`config.mk`:
```
export PLATFORM = sky130hd
export DESIGN_NAME = fwd_hazard_unit
export DESIGN_NICKNAME = d
export VERILOG_FILES = /design/src/rtl/fwd_pkg.sv /design/src/rtl/fwd_src_match.sv /design/src/rtl/fwd_hazard_unit.sv
export SDC_FILE = /design/constraint.sdc
export NUM_CORES = 1
export LEC_CHECK = 0
export CAP_MARGIN = 20
export CORE_ASPECT_RATIO = 0.75
export CORE_UTILIZATION = 36
export DETAILED_ROUTE_END_ITERATION = 8
export PLACE_DENSITY = 0.69
export RECOVER_POWER = 50
export SKIP_CTS_REPAIR_TIMING = 1
export SLEW_MARGIN = 30
export SYNTH_ARGS = -nofsm -noshare
export SYNTH_HDL_FRONTEND = slang
export SYNTH_SLANG_ARGS = --single-unit
```
`constraint.sdc`:
```
create_clock -name clk -period 3.1 [get_ports clk]
set_clock_uncertainty 0.2 [all_clocks]
set_input_delay 0.465 -clock clk [delete_from_list [all_inputs] [get_ports clk]]
set_output_delay 0.465 -clock clk [all_outputs]
set_load 0.01 [all_outputs]
```
`src/rtl/fwd_pkg.sv`:
```
// Shared types and constants for the forwarding / load-use hazard unit.
package fwd_pkg;

  // Widest register address a tag entry can carry; narrower REG_AW values are
  // zero-extended into the rd field so one struct serves every instance.
  localparam int TAG_RD_W = 8;

  // Register 0 is hard-wired to zero and must never forward or stall.
  localparam int REG_ZERO = 0;

  // Select encoding: 0 picks the register file, k picks forwarding stage k.
  localparam int FWD_RF = 0;

  // One entry of the in-flight tag pipeline.
  typedef struct packed {
    logic                valid;
    logic [TAG_RD_W-1:0] rd;
    logic                wr_en;
    logic                is_load;
  } tag_t;

  localparam int TAG_W = $bits(tag_t);

  // Ceiling log2, never below 1 so a select field always has at least one bit.
  function automatic int fwd_clog2(input int n);
    int r;
    int v;
    r = 0;
    v = 1;
    while (v < n) begin
      v = v * 2;
      r = r + 1;
    end
    return (r < 1) ? 1 : r;
  endfunction

endpackage

```
`src/rtl/fwd_src_match.sv`:
```
// Youngest-match priority for one source operand against the forwarding
// candidates (stages 0..FWD_DEPTH-1). Produces the ALU mux select and a flag
// telling whether that youngest producer is a load still too young to forward.
module fwd_src_match
  import fwd_pkg::*;
#(
  parameter int REG_AW    = 5,
  parameter int FWD_DEPTH = 2,
  parameter int LOAD_LAT  = 1,
  parameter int SEL_W     = 2
) (
  input  logic [REG_AW-1:0]          src,
  input  logic                       src_use,
  input  logic [FWD_DEPTH*TAG_W-1:0] tags,
  output logic [SEL_W-1:0]           sel,
  output logic                       load_hazard
);

  tag_t cand;
  logic src_live;

  // An unused operand or a read of r0 can never depend on an in-flight write.
  assign src_live = src_use && (src != REG_AW'(REG_ZERO));

  // Walk oldest to youngest so the youngest match overwrites older ones; a
  // younger non-load producer therefore also cancels an older load hazard.
  always_comb begin
    sel         = SEL_W'(FWD_RF);
    load_hazard = 1'b0;
    cand        = '0;
    for (int k = FWD_DEPTH - 1; k >= 0; k--) begin
      cand = tag_t'(tags[k*TAG_W +: TAG_W]);
      if (src_live && cand.valid && cand.wr_en &&
          (cand.rd == TAG_RD_W'(src))) begin
        sel         = SEL_W'(k + 1);
        load_hazard = cand.is_load && (k < LOAD_LAT);
      end
    end
  end

endmodule

```
`src/rtl/fwd_hazard_unit.sv`:
```
// Operand forwarding and load-use hazard unit. Tracks the destination tags of
// instructions from EX onward, stalls ID while a needed load result is not yet
// forwardable, and registers per-source ALU mux selects for the EX slot.
module fwd_hazard_unit
  import fwd_pkg::*;
#(
  parameter  int REG_AW    = 5,
  parameter  int NUM_SRC   = 2,
  parameter  int FWD_DEPTH = 2,
  parameter  int LOAD_LAT  = 1,
  localparam int SEL_W     = fwd_clog2(FWD_DEPTH + 1)
) (
  input  logic                      clk,
  input  logic                      rst,
  input  logic                      dec_valid,
  input  logic [NUM_SRC*REG_AW-1:0] dec_src,
  input  logic [NUM_SRC-1:0]        dec_src_use,
  input  logic [REG_AW-1:0]         dec_rd,
  input  logic                      dec_wr_en,
  input  logic                      dec_is_load,
  input  logic                      pipe_hold,
  input  logic                      flush,
  output logic [NUM_SRC*SEL_W-1:0]  fwd_sel,
  output logic                      stall_id,
  output logic                      bubble_ex,
  output logic [15:0]               stall_cnt
);

  // Tag pipeline: index 0 is EX, index k is the k-th stage after EX.
  tag_t                       tag_p [0:FWD_DEPTH];
  logic [FWD_DEPTH*TAG_W-1:0] cand_flat;
  logic [NUM_SRC*SEL_W-1:0]   sel_next;
  logic [NUM_SRC-1:0]         hazard;
  tag_t                       id_tag;
  logic                       issue;

  function automatic logic [15:0] sat_inc(input logic [15:0] v);
    return (v == 16'hFFFF) ? v : v + 16'd1;
  endfunction

  // Flatten the forwarding candidates for the per-source matchers; the last
  // stage is only tracked, never forwarded from.
  always_comb begin
    cand_flat = '0;
    for (int k = 0; k < FWD_DEPTH; k++) begin
      cand_flat[k*TAG_W +: TAG_W] = tag_p[k];
    end
  end

  for (genvar g = 0; g < NUM_SRC; g++) begin : g_src
    fwd_src_match #(
      .REG_AW   (REG_AW),
      .FWD_DEPTH(FWD_DEPTH),
      .LOAD_LAT (LOAD_LAT),
      .SEL_W    (SEL_W)
    ) u_match (
      .src        (dec_src[g*REG_AW +: REG_AW]),
      .src_use    (dec_src_use[g]),
      .tags       (cand_flat),
      .sel        (sel_next[g*SEL_W +: SEL_W]),
      .load_hazard(hazard[g])
    );
  end

  // A flushed ID instruction is dead, so it cannot hold the front end.
  assign stall_id = dec_valid && (|hazard) && !flush;
  assign issue    = dec_valid && !stall_id && !flush;

  // Tag describing the ID instruction should it advance into EX.
  always_comb begin
    id_tag         = '0;
    id_tag.valid   = 1'b1;
    id_tag.rd      = TAG_RD_W'(dec_rd);
    id_tag.wr_en   = dec_wr_en;
    id_tag.is_load = dec_is_load;
  end

  // ---- ID -> EX and EX -> later stages: tag pipeline advance ----
  // Advance the tag pipeline; a hold freezes it except that a flush still
  // kills the EX entry.
  always_ff @(posedge clk) begin
    if (rst) begin
      for (int k = 0; k <= FWD_DEPTH; k++) begin
        tag_p[k] <= '0;
      end
    end else if (!pipe_hold) begin
      for (int k = 1; k <= FWD_DEPTH; k++) begin
        tag_p[k] <= tag_p[k-1];
      end
      if (issue) begin
        tag_p[0] <= id_tag;
      end else begin
        tag_p[0] <= '0;
      end
    end else if (flush) begin
      tag_p[0] <= '0;
    end
  end

  // ---- ID -> EX: registered ALU mux selects ----
  // Selects follow the instruction into EX; any bubble carries register-file
  // selects.
  always_ff @(posedge clk) begin
    if (rst) begin
      fwd_sel <= '0;
    end else if (!pipe_hold) begin
      fwd_sel <= issue ? sel_next : '0;
    end else if (flush) begin
      fwd_sel <= '0;
    end
  end

  // Count cycles lost to load-use stalls; held cycles are not charged.
  always_ff @(posedge clk) begin
    if (rst) begin
      stall_cnt <= '0;
    end else if (!pipe_hold && stall_id) begin
      stall_cnt <= sat_inc(stall_cnt);
    end
  end

  assign bubble_ex = !tag_p[0].valid;

endmodule

```
==> summary.md <==
| Metric | Value |
|---|---|
| Die ar. | `5570 sq um` |
| Fill cells | `461` |
| Slew HR | `0.335` |
| Remaining Overflow, GRT | `0` |
| Comb pwr share | `0.098` |
| Total negative slack | `0 ns` |
| Worst VDD drop | `0.000178 V` |
| Initial Util | `0.381` |
| Die W | `85.8 um` |
| Kind of critical path | `input port to output port` |
| Most frequent cells in the layout | `clkdlybuf4s50_1, dfxtp_1, nor2_1, dlygate4sd3_1, edfxtp_1` |
| Vias in the first global route | `1462` |
| Pwr/cell area | `388 nW/um^2` |
| Slew Viols, Final | `0` |
| Port bufs | `45` |
| Outcome | `complete, no violations` |
| Final Core Density | `0.532` |
| Num Clock Sinks | `35` |
| Reg2Reg Depth | `7` |
| Worst Setup End Kind | `output port` |
| Worst-path cell chain | `clkdlybuf4s50_1 > xnor2_1 > nand4_1 > nor4_4 > o21ai_2 > nor3b_2 > dlymetal6s2s_1` |
| Post-Place Cell Area | `2530 sq um` |
| # IOs | `46` |
| Internal power | `793 uW` |
| Fmax | `343 MHz` |
| Syn nets | `216` |
| DR vias | `1595` |
| Switching Power | `236 uW` |
| Worst-Skew Late Latency | `0.29 ns` |
| Routed len/inst | `13.1 um` |
| Net Sw Frac | `0.229` |
| Clock Power Share | `0.412` |
| Final setup violation count | `0` |
| Flip-flop and latch count after synthesis | `35` |
| Synth Warn # | `0` |
| HP Start | `fwd_sel[3]$_SDFFE_PP0P_` |
| Avg Cell Area, Syn | `9.93 sq um` |
| TritonCTS clock tree | `yes` |
| CP delay by family, top | `simple AND/OR/NAND/NOR gates` |
| Finished Cell Area | `2650 sq um` |
| Final worst path period need | `2.91 ns` |
| First-pass GRT wire length | `7150 um` |
| Critical Path RT | `2.43 ns` |
| Sequential share of power | `0.490` |
| Worst R2R Start | `tag_p[0][2]$_SDFFCE_PP0P_` |
| Post-Synthesis Cells | `191` |
| CP peak stage delay | `0.53 ns` |
| Largest net degree at the start of global routing | `24` |
| Router iterations before antenna repair | `4` |
| Clock slew at reported path FFs | `0.07 ns` |
| Type of the worst min-delay path | `register to register` |
| # diodes | `0` |
| Nets | `278` |
| Final Hold Fails | `0` |
| DIE HEIGHT | `64.9 um` |
| Worst path slowest cell | `clkdlybuf4s50_1` |
| Detail Placement HPWL | `3300 um` |
| Routed Antenna Nets | `0` |
| Mapped Area | `1900 sq um` |
| GP Congestion | `0.768` |
| Nature of the critical path startpoint | `input port` |
| Clock Tree Root | `clkbuf_8` |
| Vias per inst | `4.89` |
| Arrival time at the worst endpoint | `2.25 ns` |
| Unrepaired setup endpoints after global routing | `no` |
| Worst Path Max Fanout | `3` |
| Max-Cap Viols | `0` |
| Std cell rows | `22` |
| Seq/Total Area, Yosys | `0.449` |
| Ratio of cells with drive above 1 in the final layout | `0.122` |
| Clk buf depth | `2` |
| Core box area | `4980 sq um` |
| # H-tree levels | `2` |
| Library cells used by synthesis | `40` |
| Total Wirelength | `4260 um` |
| Commonest non-fill, non-tap cell in the layout | `clkdlybuf4s50_1` |
| Cell count along the critical path | `7` |
| Worst-margin pin slew | `0.998 ns` |
| DRC errors left | `0` |
| Critical path origin | `dec_src[7]` |
| Leak | `1.01 nW` |
| Worst Path Buf+Inv | `2` |
| Final period utilization | `0.939` |
| Synthesis-to-finish area growth | `39.7%` |
| Clock buffer count from CTS | `5` |
| Total GRT Usage | `0.170` |
| Initial antenna violation count | `0` |
| Hold Path Cell Cnt | `2` |
| Initial DRC Count | `76` |
[logic make-up after synthesis]
family | share of synthesized area
muxes | 0.0350
xor gates and xnor gates | 0.102
adders and majority gates | 0.00660
AOI/OAI and AO/OA | 0.116
buffers and inverters | 0.0204
and+or+nand+nor | 0.272
DFF | 0.449
[power by group through the flow]
stage                     sequential, mW  combinational (mW)  clock (mW)
after global routing               0.506               0.110       0.458
final                              0.504               0.101       0.424
after global placement             0.515              0.0997           0
after detailed placement           0.515               0.101           0
after CTS                          0.504               0.101       0.433
after floorplan                    0.510              0.0465           0
[path summary, 6_finish.rpt]
path	slack [ns]	to
hold reg to reg	0.24	fwd_sel[3]$_SDFFE_PP0P_
setup reg to reg	0.53	stall_cnt[10]$_SDFFE_PP0P_
hold / removal	0.24	fwd_sel[3]$_SDFFE_PP0P_
setup / recovery	0.19	stall_id
[worst register-to-register path, stage by stage (launching register included)]
cell      delay (ns)
edfxtp_1        0.48
xnor2_1         0.18
nand4_1         0.20
nor4_4          0.37
o21ai_2         0.12
buf_4           0.20
nor4_1          0.37
mux2_1          0.35
[routing by layer]
layer | vias to the layer above | global-route usage | part of all wire
met3 | 7 | 0.0446 | 0.044
met1 | 723 | 0.257 | 0.54
li1 | 831 | - | -
met5 | - | 0 | 0
met2 | 34 | 0.224 | 0.39
met4 | 0 | 0.0688 | 0.017
[stage by stage]
stage | cells | hold slack (ns) | power [mW] | worst slack, ns
floorplan | 191 | 0.270 | 0.557 | 0.640
global placement | 318 | 0.241 | 0.614 | -0.142
detailed placement | 318 | 0.245 | 0.616 | -0.101
CTS | 326 | 0.255 | 1.04 | -0.121
global route | 326 | 0.259 | 1.07 | 0.0989
finish | 326 | 0.243 | 1.03 | 0.188
[flip-flops by register name, indices dropped and copies added, names as in the netlist]
signal	flops
tag_p	15
stall_cnt	16
fwd_sel	4
[final cells by class]
cell class / count / area [sq um] / share of cell area
inverters: 6 / 22.5 / 0.00850
multi-input cells: 146 / 1020 / 0.383
well taps: 72 / 90.1 / 0.0340
clock inverters: 3 / 47.5 / 0.0179
flip-flops and latches: 35 / 851 / 0.321
repair buffers: 59 / 554 / 0.209
clock buffers: 5 / 68.8 / 0.0260
[synth_stat cells, drive strengths merged]
master  instances  share of area
nor2b           4          0.013
buf             1         0.0026
nor3b           1         0.0040
mux2            5          0.030
nand2           7          0.014
o211ai          5          0.030
or4             5          0.020
o311a           1         0.0053
o21ai           7          0.022
a21oi           7          0.018
mux2i           1         0.0053
o31ai           6          0.024
nand4b          1         0.0046
a22o            2         0.0092
or2             4          0.013
nand4           8          0.026
ha              1         0.0066
nor3            4          0.011
dfxtp          20           0.21
and2            8          0.026
nand3           8          0.021
nand3b          1         0.0040
and3           10          0.033
nor4            7          0.039
inv             6          0.012
nor2           15          0.030
a31oi           1         0.0033
o21bai          1         0.0040
nand2b          1         0.0033
or3             3         0.0099
xor2            8          0.037
edfxtp         15           0.24
clkbuf          3         0.0059
xnor2          14          0.065
Power figures use the tool's default switching activity.
==> RTL edit 1: new RTL, config.mk and constraints unchanged <==
`REG_AW` is set to 5 in 2 places; all go to 6.
--- a/src/rtl/fwd_src_match.sv
+++ b/src/rtl/fwd_src_match.sv
@@ -5,5 +5,5 @@
   import fwd_pkg::*;
 #(
-  parameter int REG_AW    = 5,
+  parameter int REG_AW    = 6,
   parameter int FWD_DEPTH = 2,
   parameter int LOAD_LAT  = 1,
--- a/src/rtl/fwd_hazard_unit.sv
+++ b/src/rtl/fwd_hazard_unit.sv
@@ -5,5 +5,5 @@
   import fwd_pkg::*;
 #(
-  parameter  int REG_AW    = 5,
+  parameter  int REG_AW    = 6,
   parameter  int NUM_SRC   = 2,
   parameter  int FWD_DEPTH = 2,
Interface: changed (resized dec_rd and dec_src); port bits go from 46 to 49. No check against the original RTL was run, so the function may have changed too.
==> RTL edit 1 against the unedited design <==
  * Core utilization is 1.4 points higher
  * Largest power group unchanged
  * Routed wire length up 1.3%
  * Critical path type unchanged
  * Sequential cell count is 2 higher
  * Worst hold slack improved by 0.0087 ns
  * Synthesized area increased by 3.4%
  * Final area grew 4.2%
  * Total power decreased by 4.9%
  * Worst setup slack lost 0.070 ns
==> RTL edit 1: results (changes against the unedited design) <==
Cell Int Power: 0.745 mW (was 0.793 mW)
Reg2reg end: stall_cnt[6]$_SDFFE_PP0P_ (was stall_cnt[10]$_SDFFE_PP0P_)
Final hold slack: 0.252 ns (was 0.243 ns)
Peak VDD IR: 0.213 mV (was 0.178 mV)
Drt total wl: 4320 um (was 4260 um)
Worst-path fanout max: 2 (was 3)
Final RePlAce weighted congestion: 0.908 (was 0.768)
DP HPWL: 3390 um (was 3300 um)
Syn_nets: 223 (was 216)
Layout fillers: 466 (was 461)
R2r setup slk: 0.41 ns (was 0.53 ns)
Top post-synthesis cells by area: edfxtp_1 (26%), dfxtp_1 (20%), xnor2_1 (6.3%) (was edfxtp_1 (24%), dfxtp_1 (21%), xnor2_1 (6.5%))
Setup crit start: dec_src[7] (unchanged)
Fin nets: 292 (was 278)
Post-synthesis sequential area ratio: 46.4% (was 44.9%)
EDFF count, synth: 17 (was 15)
Vias: 1674 (was 1595)
Multiplexer share of the synthesized area: 0.510% (was 3.50%)
Relative slew slack: 53.8% (was 33.5%)
PortBufs: 48 (was 45)
Critical Path AT: 2.32 ns (was 2.25 ns)
Pleak: 1.04 nW (was 1.01 nW)
GRT Overall Usage: 16.2% (was 17.0%)
Non-Filler Instances: 337 (was 326)
Layout cell share with drive strength beyond 1: 14.3% (was 12.2%)
Vias in the first global route: 1561 (was 1462)
Slowest CP cell: or4_1 (was clkdlybuf4s50_1)
Dpl ws: -0.450 ns (was -0.101 ns)
Status: complete, no violations (unchanged)
Post-synthesis xor/xnor area fraction: 9.82% (was 10.2%)
Ys Warns: 0 (unchanged)
Met2 WL: 1720 um (was 1680 um)
Commonest cells in the netlist: dfxtp_1 (20), edfxtp_1 (17), and2_1 (16), xnor2_1 (14), a21oi_1 (13) (was dfxtp_1 (20), edfxtp_1 (15), nor2_1 (15), xnor2_1 (14), and3_1 (10))
Synth Flop Type: dfxtp_1 (unchanged)
Placed Cells: 329 (was 318)
Largest net degree at the start of global routing: 21 (was 24)
First-pass GRT wire length: 7110 um (was 7150 um)
Synth Area in Adders: 0.638% (was 0.660%)
Sequential share of power: 54.8% (was 49.0%)
==> RTL edit 1: layout make-up <==
type,count,area share (%)
Clock buffer,5,2.49
Multi-Input combinational cell,148,37.2
Timing Repair Buffer,66,22.5
Tap cell,72,3.26
Inverter,6,0.815
Clock inverter,3,0.770
Sequential cell,37,33.0
==> RTL edit 1: cell families (layout without fill, tap and decap cells) <==
kind of cell	after synthesis	after routing
adder cells (fa/ha/maj)	1	1
AND/OR/NAND/NOR	84	84
multiplexers	1	1
AO/OA/AOI/OAI	40	40
flip-flops	37	37
XOR/XNOR	22	22
buffers and inverters	10	80
==> RTL edit 1: through the flow <==
stage | utilization (%) | setup TNS, ns | total power, mW | cell area, um2
after floorplan | - | 0 | 0.589 | 1960
after global placement | 52.3 | -1.18 | 0.653 | 2650
after detailed placement | 52.3 | -2.51 | 0.653 | 2650
after CTS | 54.1 | -0.457 | 0.987 | 2740
after global routing | 54.5 | 0 | 1.02 | 2760
final | 54.5 | 0 | 0.978 | 2760
==> RTL edit 1: routing by layer <==
metal / vias to the layer above / global-route usage (%)
li1: 869 / -
met2: 51 / 22.6
met4: 0 / 4.10
met3: 2 / 4.99
met5: - / 0
met1: 752 / 23.9
==> RTL edit 1: how the worst max path moves through the flow <==
stage	cells after the start	to	slack [ns]
floorplan	5	stall_id	0.47
global placement	7	stall_id	-0.40
detailed placement	8	stall_id	-0.45
CTS	8	stall_id	-0.46
global route	7	stall_id	0.02
finish	7	stall_id	0.12
==> RTL edit 1: tightest hold or removal path, delay by kind of cell (launching register included) <==
kind | cells | cell delay [ns]
flip-flops | 1 | 0.31
AND/OR/NAND/NOR | 1 | 0.05
AO/OA/AOI/OAI | 1 | 0.05
==> RTL edit 2: new RTL, same settings <==
Without the edit above. Register the output `stall_cnt` once more; this adds one clock of latency there. The other outputs are not delayed to match.
--- a/src/rtl/fwd_hazard_unit.sv
+++ b/src/rtl/fwd_hazard_unit.sv
@@ -26,4 +26,6 @@
   output logic [15:0]               stall_cnt
 );
+
+  logic [15:0] stall_cnt_s0;
 
   // Tag pipeline: index 0 is EX, index k is the k-th stage after EX.
@@ -114,7 +116,7 @@
   always_ff @(posedge clk) begin
     if (rst) begin
-      stall_cnt <= '0;
+      stall_cnt_s0 <= '0;
     end else if (!pipe_hold && stall_id) begin
-      stall_cnt <= sat_inc(stall_cnt);
+      stall_cnt_s0 <= sat_inc(stall_cnt_s0);
     end
   end
@@ -122,4 +124,8 @@
   assign bubble_ex = !tag_p[0].valid;
 
+  always_ff @(posedge clk) begin
+    stall_cnt <= stall_cnt_s0;
+  end
+
 endmodule
 
Function: changed (Yosys sat finds a counterexample within 4 cycles, from zero or initial values and one cycle with rst high).
==> RTL edit 2 against the unedited design <==
  * The flow now finishes with violations (design-rule violations)
  * Sequential cell count is 16 higher
  * Synthesized area is 14% higher
  * Worst setup slack better by 0.0090 ns
  * Final area is 12% higher
  * Total power is 25% higher
  * First-iteration DRC count is 17% higher
  * Routed wire length is 6.3% higher
  * Register-to-register slack better by 0.07 ns
==> RTL edit 2: results (changes against the unedited design) <==
Residual DRC: 2 (was 0)
Critical Path AT: 2.24 ns
Synth Flop Type: dfxtp_1 (unchanged)
Mapped Cells: 199 (was 191)
Vias: 1666 (was 1595)
Least-Margin Pin Slew: 0.900 ns (was 0.998 ns)
Vias/cell: 4.82 (was 4.89)
Count of different cell masters after synthesis: 34 (was 40)
GR Util met3: 3.53% (was 4.46%)
Fin nets: 292 (was 278)
Initial antenna violation count: 0 (unchanged)
DP HPWL: 3400 um (was 3300 um)
Largest net degree at the start of global routing: 21 (was 24)
Registers with the most flip-flops: stall_cnt x16, stall_cnt_s0 x16, tag_p x15 (was stall_cnt x16, tag_p x15, fwd_sel x4)
Syn_nets: 224 (was 216)
GRT Overall Usage: 15.0% (was 17.0%)
Status: complete, but fails checks (was complete, no violations)
Layout cell share with drive strength beyond 1: 14.2% (was 12.2%)
EDFF count, synth: 15 (unchanged)
First-pass GRT wire length: 7440 um (was 7150 um)
Drt total wl: 4530 um (was 4260 um)
Dpl ws: -0.159 ns (was -0.101 ns)
Commonest cells in the netlist: dfxtp_1 (36), edfxtp_1 (15), xnor2_1 (15), a21oi_1 (14), o21ai_0 (11) (was dfxtp_1 (20), edfxtp_1 (15), nor2_1 (15), xnor2_1 (14), and3_1 (10))
Vias in the first global route: 1535 (was 1462)
Met1 usage: 22.9% (was 25.7%)
Placed Cells: 337 (was 318)
Worst skew pair latency: 0.31 ns (was 0.29 ns)
Peak VDD IR: 0.227 mV (was 0.178 mV)
Layout fillers: 519 (was 461)
Final RePlAce weighted congestion: 0.870 (was 0.768)
1st-iter DRT viols: 89 (was 76)
Top post-synthesis cells by area: dfxtp_1 (33%), edfxtp_1 (21%), xnor2_1 (6.1%) (was edfxtp_1 (24%), dfxtp_1 (21%), xnor2_1 (6.5%))
Worst-path clk slew: 0.09 ns (was 0.07 ns)
Failing checks: design-rule violations
Pleak: 1.10 nW (was 1.01 nW)
GRT met2 Usage: 20.4% (was 22.4%)
Drt first pass iters: 6 (was 4)
## RTL edit 2: cell types whose count changed after synthesis, sizes merged, moves of 3 or more
cell	before	now
dfxtp	20	36
nor2	15	7
a21oi	7	14
o21ai	7	13
mux2	5	0
nor2b	4	0
or3	3	7
nor3	4	1
o211ai	5	2
or2	4	1
or4	5	8
## RTL edit 2: power by group
part	switching (mW)	total [mW]	internal, mW	leakage (nW)
Combinational	0.0402	0.101	0.0605	0.584
Clock	0.226	0.470	0.245	0.0587
Sequential	0.0136	0.711	0.697	0.460
Total	0.279	1.28	1.00	1.10
## RTL edit 2: worst max-delay path: stages
cell and delay (ns):
clkdlybuf4s50_1 0.45, or4_1 0.54, o21ai_2 0.20, nor4_4 0.07, o21ai_1 0.17, buf_4 0.14
nor3b_1 0.04, dlymetal6s2s_1 0.17
## RTL edit 2: kinds of logic (layout without fill, tap and decap cells)
| logic type | Yosys count | after routing | share of synthesized area (%) |
|---|---|---|---|
| simple gates | 73 | 73 | 21.0 |
| flops | 51 | 51 | 54.1 |
| compound gates | 40 | 40 | 12.7 |
| xor+xnor | 21 | 21 | 8.50 |
| buf+inv | 12 | 81 | 2.60 |
| fa+ha+maj | 1 | 1 | 0.578 |
| mux | 1 | 1 | 0.463 |
## RTL edit 2: area by class of cell
type                    count  area [um2]  share of cell area, %
clock inverters             3        47.5                   1.60
clock buffers               5        68.8                   2.32
inverters                   8        30.0                   1.01
well taps                  78        97.6                   3.29
flip-flops and latches     51        1170                   39.5
multi-input cells         136         936                   31.6
repair buffers             65         612                   20.7
## RTL edit 2: routing by layer
| layer | part of all wire (%) | routed length, um | vias up |
|---|---|---|---|
| li1 | - | - | 865 |
| met1 | 55 | 2480 | 765 |
| met2 | 41 | 1860 | 31 |
| met3 | 3.3 | 148 | 5 |
| met4 | 0.88 | 40 | 0 |
| met5 | 0 | 0 | - |
## RTL edit 2: metrics by stage
| stage | hold slack (ns) | setup TNS, ns | power [mW] | cell area [um2] |
|---|---|---|---|---|
| floorplan | 0.131 | 0 | 0.765 | 2160 |
| global placement | 0.163 | -0.164 | 0.826 | 2840 |
| detailed placement | 0.165 | -0.159 | 0.828 | 2840 |
| CTS | 0.178 | -0.173 | 1.29 | 2960 |
| global route | 0.182 | 0 | 1.33 | 2960 |
| finish | 0.178 | 0 | 1.28 | 2960 |
## RTL edit 2: path summary, 6_finish.rpt
check,from,to,slack (ns),cells past startpoint
worst max-delay path,dec_src[8],stall_id,0.20,8
worst min-delay path,stall_cnt_s0[12]$_SDFFE_PP0P_,stall_cnt[12]$_DFF_P_,0.18,0
worst max register to register,stall_cnt_s0[0]$_SDFFE_PP0P_,stall_cnt_s0[1]$_SDFFE_PP0P_,0.60,8
worst min register to register,stall_cnt_s0[12]$_SDFFE_PP0P_,stall_cnt[12]$_DFF_P_,0.18,0
